$ cat src/rtl/piso_pkg.sv
`default_nettype none
// ============================================================================
// Module   : piso_pkg
// Brief    : Shared constants, counter sizing and shift direction for the
//            PISO serializer. Direction follows macro PISO_MSB_FIRST_EN.
// Revision : 1.0
// ============================================================================
package piso_pkg;

  localparam int DATA_WIDTH_DEF = 9;

  typedef enum logic {
    LSB_FIRST = 1'b0,
    MSB_FIRST = 1'b1
  } shift_dir_e;

`ifdef PISO_MSB_FIRST_EN
  localparam shift_dir_e SHIFT_DIR = MSB_FIRST;
`else
  localparam shift_dir_e SHIFT_DIR = LSB_FIRST;
`endif

  // Bits needed to hold a count of 0..w inclusive.
  function automatic int cnt_width(input int w);
    return $clog2(w + 1);
  endfunction

endpackage : piso_pkg
`default_nettype wire

$ cat src/rtl/piso_bit_cnt.sv
`default_nettype none
// ============================================================================
// Module   : piso_bit_cnt
// Brief    : Loadable, saturating down-counter of bits left to send; empty
//            flags a fully drained word.
// Revision : 1.0
// ============================================================================
module piso_bit_cnt #(
  parameter int W  = 8,
  parameter int CW = 4
) (
  input  logic          clk,
  input  logic          rst_n,
  input  logic          load,
  output logic [CW-1:0] cnt_o,
  output logic          empty_o
);

  logic [CW-1:0] cnt_q;
  logic [CW-1:0] cnt_d;

  always_comb begin
    cnt_d = cnt_q;
    if (load) begin
      cnt_d = CW'(W);
    end else if (cnt_q != '0) begin
      cnt_d = cnt_q - CW'(1);
    end
  end

  always_ff @(posedge clk or negedge rst_n) begin
    if (!rst_n) begin
      cnt_q <= '0;
    end else begin
      cnt_q <= cnt_d;
    end
  end

  assign cnt_o   = cnt_q;
  assign empty_o = (cnt_q == '0);

endmodule : piso_bit_cnt
`default_nettype wire

$ cat src/rtl/piso_shift_register.sv
`default_nettype none
// ============================================================================
// Module   : piso_shift_register
// Brief    : Parallel-in serial-out shift register, one bit per clock.
//            LSB-first by default; MSB-first when PISO_MSB_FIRST_EN is defined.
// Revision : 1.0
// ============================================================================
module piso_shift_register
  import piso_pkg::*;
#(
  parameter int DATA_WIDTH = DATA_WIDTH_DEF
) (
  input  logic                  clk,
  input  logic                  rst_n,
  input  logic                  load,
  input  logic [DATA_WIDTH-1:1] x,
  output logic [DATA_WIDTH-1:1] y,
  output logic                  z,
  output logic                  empty
);

  localparam int W  = DATA_WIDTH - 1;
  localparam int CW = cnt_width(W);

  logic [DATA_WIDTH-1:1] y_q;
  logic [DATA_WIDTH-1:1] y_d;
  logic [CW-1:0]         cnt;

  piso_bit_cnt #(
    .W  (W),
    .CW (CW)
  ) u_bit_cnt (
    .clk     (clk),
    .rst_n   (rst_n),
    .load    (load),
    .cnt_o   (cnt),
    .empty_o (empty)
  );

  always_comb begin
    y_d = y_q;
    if (load) begin
      y_d = x;
    end else begin
`ifdef PISO_MSB_FIRST_EN
      y_d = {y_q[DATA_WIDTH-2:1], 1'b0};
`else
      y_d = {1'b0, y_q[DATA_WIDTH-1:2]};
`endif
    end
  end

  always_ff @(posedge clk or negedge rst_n) begin
    if (!rst_n) begin
      y_q <= '0;
    end else begin
      y_q <= y_d;
    end
  end

  assign y = y_q;

`ifdef PISO_MSB_FIRST_EN
  assign z = y_q[DATA_WIDTH-1];
`else
  assign z = y_q[1];
`endif

  // A drained word has shifted every loaded bit out, so nothing may remain.
  always_ff @(posedge clk) begin
    if (rst_n) begin
      assert (cnt <= CW'(W));
      assert (!empty || (y_q == '0));
      assert (z == ((SHIFT_DIR == MSB_FIRST) ? y_q[DATA_WIDTH-1] : y_q[1]));
    end
  end

endmodule : piso_shift_register
`default_nettype wire

$ cat config.mk
export PLATFORM = sky130hd
export DESIGN_NAME = piso_shift_register
export DESIGN_NICKNAME = d
export VERILOG_FILES = /design/src/rtl/piso_pkg.sv /design/src/rtl/piso_bit_cnt.sv /design/src/rtl/piso_shift_register.sv
export SDC_FILE = /design/constraint.sdc
export NUM_CORES = 1
export LEC_CHECK = 0
export BUFFER_PORTS_ARGS = -buffer_cell sky130_fd_sc_hd__buf_2
export CAP_MARGIN = 5
export CORE_AREA = 2 2 39 41
export DETAILED_ROUTE_END_ITERATION = 7
export DIE_AREA = 0 0 41 43
export PLACE_DENSITY = 0.79
export SKIP_LAST_GASP = 1
export SYNTH_ARGS = -nofsm -noshare
export SYNTH_HDL_FRONTEND = slang
export SYNTH_HIERARCHICAL = 1
export SYNTH_SLANG_ARGS = --single-unit
$ cat constraint.sdc
create_clock -name clk -period 1.3 [get_ports clk]
set_input_delay 0.39 -clock clk [delete_from_list [all_inputs] [get_ports clk]]
set_output_delay 0.39 -clock clk [all_outputs]
set_load 0.1 [all_outputs]
Yosys cells after proc, flatten, opt, wreduce, memory -nomap -nowiden
Index checks and enable logic that the tools add are counted.
{"block": "word_totals", "out_inout_bits": 10, "regBits": 12, "wordCells": 9, "inputBits": 11}
{"block": "op_classes", "addsub": 1, "n_mux": 3, "reduce_logical": 3}
{"op": "$mux W4", "n": 2}
{"op": "$mux W8", "n": 1}
{"op": "$logic_not A4 Y1", "n": 1}
{"op": "$reduce_bool A4 Y1", "n": 1}
{"op": "$sub A4 B1 Y4 const B", "n": 1}
{"op": "$reduce_bool A2 Y1", "n": 1}

Longest topological paths before layout
Gate-level depths: netlist of run 1.
{"block": "logic_depth", "depth_word": 3, "mapped_depth": 5, "ltp_nobuf": 5}

Hierarchy
Netlist of run 1, hierarchy kept.
{"mod": "piso_shift_register", "n_inst": 1, "cells_per_inst": 18, "seq_area_each_um2": 200.2, "area_per_inst_um2": 331.6}
{"mod": "piso_bit_cnt", "n_inst": 1, "cells_per_inst": 21, "seq_area_each_um2": 100.1, "area_per_inst_um2": 219.0}

Worst setup path before layout of run 1
OpenSTA, ideal clock, no wires.
{"block": "synth_timing", "path_kind": "reg2reg", "start": "register u_bit_cnt.cnt_q[0], in the netlist u_bit_cnt/cnt_o[0]", "end": "register u_bit_cnt.cnt_q[1], in the netlist u_bit_cnt/cnt_o[1]", "period_less_slack_ns": 2.331, "n_path_buf": 0, "stages_incl_launch_ff": 6, "required_ns": 1.178, "arrival_ns": 2.209, "setup_ns": 0.122, "setup_slack_ns": -1.031, "cell_sequence": "dfrtp_1 inv_1 ha_1 nor3b_2 or2_1 a21oi_1"}
{"block": "synth_via", "elab_chain_len": 3, "word_cells_on_any_way": 5, "classes_between": "add/sub (1); mux (2); reduce/logical (2)"}
{"item": "start, declared", "line_no": "piso_bit_cnt.sv:19", "text": "logic [CW-1:0] cnt_q;"}
{"item": "start signal, assigned", "line_no": "piso_bit_cnt.sv:35", "text": "cnt_q <= cnt_d;"}
{"item": "$sub A4 B1 Y4", "line_no": "piso_bit_cnt.sv:27", "text": "cnt_d = cnt_q - CW'(1);"}
{"item": "$mux W4", "line_no": "piso_bit_cnt.sv:26", "text": "end else if (cnt_q != '0) begin"}
{"item": "$mux W4", "line_no": "piso_bit_cnt.sv:24", "text": "if (load) begin"}
Several ways; a longest one is shown, not always the timed one. The select of a mux whose other input is x is not followed.
A chain may end at the register's enable or synchronous reset.

Worst setup path after layout of run 1
{"block": "layout_timing", "start": "register u_bit_cnt.cnt_q[1], in the netlist u_bit_cnt/cnt_o[1]", "end": "output port empty"}
{"block": "layout_via", "elab_chain_len": 1}
{"item": "$logic_not A4 Y1", "line_no": "piso_bit_cnt.sv:40", "text": "assign empty_o = (cnt_q == '0);"}
{"item": "end, declared", "line_no": "piso_shift_register.sv:19", "text": "output logic empty"}
Every way passes these cells.

==> results of run 1 <==
-- synthesized netlist by cell type, drive strengths merged --
library cell	instances	share of area, %
ha	2	4.5
dfrtp	12	55
nand2b	1	1.1
nor2	1	0.68
xnor2	1	1.6
or2b	1	1.4
or3	1	1.1
buf	2	3.4
mux2	7	19
and2	1	1.4
nor3	1	0.91
a21oi	2	1.8
inv	2	1.4
nand2	1	0.68
nor3b	1	2.3
nand3b	1	1.4
or2	1	1.1
a211o	1	1.6
-- layout by cell type (no fill, tap or decap) --
master | Yosys | final
a211o_1 | 1 | 1
a21oi_1 | 2 | 1
a21oi_2 | 0 | 1
and2_2 | 1 | 1
buf_12 | 0 | 10
buf_2 | 0 | 10
buf_4 | 1 | 8
clkbuf_4 | 0 | 3
clkbuf_8 | 0 | 1
dfrtp_1 | 12 | 11
dfrtp_4 | 0 | 1
dlygate4sd3_1 | 0 | 1
ha_4 | 0 | 2
inv_2 | 0 | 2
mux2_4 | 7 | 7
nand2_1 | 1 | 1
nand2b_1 | 1 | 1
nand3b_1 | 1 | 1
nor2_1 | 1 | 1
nor3_1 | 1 | 1
nor3b_4 | 0 | 1
or2_1 | 1 | 1
or2b_1 | 1 | 1
or3_4 | 0 | 1
xnor2_1 | 1 | 1
-- stage by stage --
step           instance area [um^2]  TNS (ns)  std cells
2_1_floorplan                   577     -1.66         39
6_report                        952    -0.579         86
3_3_place_gp                    855   -0.0955         77
3_5_place_dp                    855    -0.125         77
5_1_grt                         952    -0.851         86
4_1_cts                         936    -0.477         85
-- per-layer routing --
metal,up-vias,GRT usage [%],routed length (um)
met4,0,2.00,0
li1,194,-,-
met1,191,20.3,502
met5,-,0,0
met2,14,27.8,646
met3,0,10.5,93
-- power by group through the flow --
| stage | clock (mW) | combinational (mW) | sequential [mW] |
|---|---|---|---|
| global route | 0.317 | 1.10 | 0.557 |
| floorplan | 0 | 0.416 | 0.688 |
| detailed placement | 0 | 0.886 | 0.552 |
| finish | 0.283 | 1.05 | 0.548 |
| CTS | 0.294 | 0.984 | 0.541 |
| global placement | 0 | 0.856 | 0.546 |
-- worst max-delay path by stage --
stage | from | slack [ns] | cells after the start | endpoint
2_1_floorplan | u_bit_cnt/cnt_o[1] | -0.57 | 3 | empty
3_3_place_gp | u_bit_cnt/cnt_o[1] | -0.1 | 4 | empty
3_5_place_dp | u_bit_cnt/cnt_o[1] | -0.13 | 4 | empty
4_1_cts | u_bit_cnt/cnt_o[0] | -0.39 | 4 | empty
5_1_grt | u_bit_cnt/cnt_o[1] | -0.46 | 4 | empty
6_report | u_bit_cnt/cnt_o[1] | -0.42 | 4 | empty
-- sequential cells by signal (all words and copies together) (netlist names) --
signal	cells
y	8
u_bit_cnt/cnt_o	4
-- worst register-to-register path, stage by stage, from the launching register on --
cell and delay (ns):
dfrtp_1 0.40, buf_4 0.14, buf_4 0.13, or3_4 0.33
a211o_1 0.26
-- cell type report --
class	count	area, um^2	share of cell area [%]
Clock buffer	4	36.3	3.81
Inverter	2	7.51	0.788
Multi-Input combinational cell	23	264	27.7
Sequential cell	12	304	31.9
Tap cell	16	20.0	2.10
Timing Repair Buffer	29	320	33.6
-- what timing repair did --
item	CTS	global route
setup buffers	3	5
endpoints found under the setup margin	4	9
gates cloned	0	0
hold buffers	1	0
endpoints found under the hold margin	12	0
pin swaps	2	6
gates resized for setup	1	2
-- logic make-up (layout without fill, tap and decap cells) --
| family | Yosys count | count (layout) | share of synthesized area, % |
|---|---|---|---|
| compound gates | 3 | 3 | 3.41 |
| flops | 12 | 12 | 54.5 |
| fa+ha+maj | 2 | 2 | 4.54 |
| mux | 7 | 7 | 19.1 |
| buf+inv | 4 | 35 | 4.77 |
| simple gates | 10 | 10 | 12.0 |
| xor+xnor | 1 | 1 | 1.59 |
==> reports/qor.txt, run 1 <==
Die ar. = 1760 um^2
final setup margin = -0.415 ns
Worst Reg-to-Reg Cells = 4
crit end category = output pin
RSZ-0062 raised after global routing = yes
Flop pwr share = 29.1%
WL per Instance = 14.4 um
I/O pins = 21
total chip power = 1.88 mW
Yosys reg bits = 12
Final Hold Fails = 0
Max Cap Viol = 0
WL final = 1240 um
Starting Density = 39.8%
synthesized area = 551 um^2
register area share after synthesis = 54.5%
Hold Crit Class = in2reg
Hold EP = y[5]
Layout Skew = 0.000267 ns
achievable frequency = 583 MHz
worst setup slack after placement = -0.125 ns
ANT nets after route = 0
R2R setup slack = -0.07 ns
clk_lat worst skew = 0.26 ns
Logic pwr share = 55.8%
floorplan row count = 14
Reg-to-Reg End = u_bit_cnt/cnt_o[3]
reg2reg start = u_bit_cnt/cnt_o[1]
Layout area overhead = 73.0%
hold slack final = 0.356 ns
GPL Wtd Cong = 0.792
critical path arrival = 1.33 ns
initial antenna violation count = 0
Worst Hold Path Cells = 2
total vias in the final route = 399
fin crit share = 132%
fin util = 68.8%
1st-pass router iterations = 2
Port-buffer cells = 20
CP top delay family = flip-flops
n_diodes = 0
DRC viols = 0
pin count of the biggest net entering global routing = 13
root buf cell = clkbuf_4
vias in the first global route = 453
final net count = 84
slew margin rel. = 78.5%
startpoint types = flip-flop
crit path kind = reg2out
Synth Net Count = 52
Die Ht = 43 um
Avg Inst Size Synth = 14.1 um^2
PD cells = 1980 nW/um^2
Iter 0 DRT Violations = 3
Sw Ratio = 39.2%
GR Overflow Total = 0
clk slew on worst S/H paths = 0.07 ns
H-tree depth = 1
clock share of power = 15.1%
Overall Global Routing Usage = 17.5%
slew of the pin with the lowest slew margin = 0.322 ns
DP HPWL = 849 um
fill cell count = 97
Core Area = 1380 um^2
Worst VDD drop = 1260 uV
Critical Path RT = 0.91 ns
Psw = 0.738 mW
share of layout cells above drive strength 1 = 68.6%
# clock sinks = 12
Post-Syn Instances = 39
hold path startpoint = x[5]
worst-path fanout max = 2
Final Max Slew Viols = 0
Pint = 1.14 mW
Num CTS Buffers = 3
global-route wire length before repair = 2000 um
Warnings, synthesis = 6
Vias per Instance = 4.64
Synth cell types = 19
Max clock buf depth = 2
crit-path cells = inv_2 > ha_4 > nor3b_4 > buf_12
leakage power total = 0.451 nW
Critical Path Slowest Stage Cell = dfrtp_1
Final min period = 1.72 ns
CTS tree = done
Worst path max stage delay = 0.40 ns
final setup vio count = 5
CP Buf/Inv Count = 2
failing checks = setup timing
status = finished with violations
Die Wd = 41 um
No activity file was read; power rests on OpenSTA's default activity.
==> run 2: changes to the inputs <==
CTS_BUF_LIST = sky130_fd_sc_hd__clkbuf_8   (was not set)
==> reports/qor.txt, run 2 (synthesized netlist as in run 1, its figures left out) <==
status = finished with violations
failing checks = setup timing
Hold Crit Class = in2async
clk_lat worst skew = 0.23 ns (-0.03 ns)
1st-pass router iterations = 3 (+1)
GR Overflow Total = 0 (unchanged)
DP HPWL = 849 um (unchanged)
slew margin rel. = 78.4% (-0.13 points)
Die Wd = 41 um (unchanged)
critical path arrival = 1.29 ns (-0.04 ns)
Critical Path RT = 0.91 ns (about the same)
fin crit share = 129% (-2.7 points)
Max Cap Viol = 0 (unchanged)
crit path kind = reg2out
share of layout cells above drive strength 1 = 69.6% (+0.99 points)
final setup margin = -0.380 ns (+0.0353 ns)
I/O pins = 21 (unchanged)
CTS Hold Bufs = 0 (-1)
initial antenna violation count = 0 (unchanged)
fin util = 69.6% (+0.81 points)
WL final = 1310 um (+5.4%)
Die ar. = 1760 um^2 (unchanged)
total vias in the final route = 411 (+3.0%)
floorplan row count = 14 (unchanged)
Port-buffer cells = 20 (unchanged)
achievable frequency = 595 MHz (+2.1%)
hold slack final = 0.0219 ns (-0.334 ns)
Layout area overhead = 75.0%
final net count = 83 (-1.2%)
Vias per Instance = 4.84 (+4.2%)
crit end category = output pin
# clock sinks = 12 (unchanged)
n_diodes = 0 (unchanged)
Die Ht = 43 um (unchanged)
vias in the first global route = 502 (+11%)
leakage power total = 0.460 nW (+2.0%)
most frequent cells in the layout = dfrtp_1, buf_2, buf_12
Overall Global Routing Usage = 19.0% (+1.5 points)
R2R setup slack = -0.09 ns (-0.02 ns)
Final Hold Fails = 0 (unchanged)
ANT nets after route = 0 (unchanged)
slew of the pin with the lowest slew margin = 0.324 ns (+0.00189 ns)
post-route insts no fill = 85 (-1.2%)
Final Max Slew Viols = 0 (unchanged)
WL per Instance = 15.4 um (+6.6%)
GPL Wtd Cong = 0.792 (unchanged)
startpoint types = flip-flop
root buf cell = clkbuf_8
CTS tree = done
Max clock buf depth = 2 (unchanged)
Num CTS Buffers = 3 (unchanged)
global-route wire length before repair = 2150 um (+7.5%)
PD cells = 2070 nW/um^2 (+4.6%)
worst-path fanout max = 2 (unchanged)
number of flip-flops in the largest register = 8 (unchanged)
Iter 0 DRT Violations = 2 (-1)
final setup vio count = 4 (-1)
pin count of the biggest net entering global routing = 13 (unchanged)
Layout Skew = 0.00168 ns (+0.00141 ns)
placed cells = 77 (unchanged)
RSZ-0062 raised after global routing = yes
Worst VDD drop = 1160 uV (-7.9%)
commonest non-fill, non-tap cell in the layout = dfrtp_1
clk slew on worst S/H paths = 0.05 ns (-0.02 ns)
Core Area = 1380 um^2 (unchanged)
Starting Density = 39.8% (unchanged)
Final min period = 1.68 ns (-0.0353 ns)
H-tree depth = 1 (unchanged)
Sum Neg Setup Slack = -0.569 ns (+0.00949 ns)
DRC viols = 0 (unchanged)
[run 2: power by group]
group,switching (mW),total (mW),internal [mW]
clock,0.127,0.394,0.267
combinational,0.540,1.05,0.508
sequential,0.0926,0.548,0.455
[run 2: final cells by class]
cell class / count / area [um^2]
clock buffer: 4 / 55.1
fill: 90 / 420
inverter: 2 / 7.51
multi-input combinational: 23 / 267
sequential: 12 / 304
tap: 16 / 20.0
timing repair buffer: 28 / 310
[run 2: per-stage QoR]
step,area (um^2),setup slack (ns),power (mW)
after floorplan,577,-0.570,1.10
after global placement,855,-0.0955,1.40
after detailed placement,855,-0.125,1.44
after CTS,956,-0.348,1.97
after global routing,963,-0.410,2.10
final,963,-0.380,1.99
[run 2: timing repair]
action,CTS,global route
gates resized for setup,3,0
hold endpoints to repair,0,0
pin swaps,4,4
gates cloned,0,0
setup endpoints to repair,5,6
setup buffers,4,3
[run 2: worst paths after layout]
kind                                    start                  to  cells past startpoint
max in group asynchronous               rst_n                y[1]                      1
max reg2reg                u_bit_cnt/cnt_o[1]  u_bit_cnt/cnt_o[3]                      4
max                        u_bit_cnt/cnt_o[1]               empty                      4
min reg2reg                              y[3]                y[2]                      1
min                                     rst_n  u_bit_cnt/cnt_o[3]                      1
min in group clk                         x[1]                y[1]                      2
[run 2: routing by layer]
| metal | wire [um] | vias up | track usage, % |
|---|---|---|---|
| met2 | 722 | 18 | 30.6 |
| met1 | 472 | 201 | 21.1 |
| met4 | 37 | 0 | 8.67 |
| met5 | 0 | - | 0 |
| li1 | - | 188 | - |
| met3 | 77 | 4 | 6.81 |
[run 2: critical path, stage by stage (launching register included)]
cell	delay, ns
dfrtp_1	0.40
inv_2	0.09
ha_4	0.13
nor3b_4	0.23
buf_12	0.21
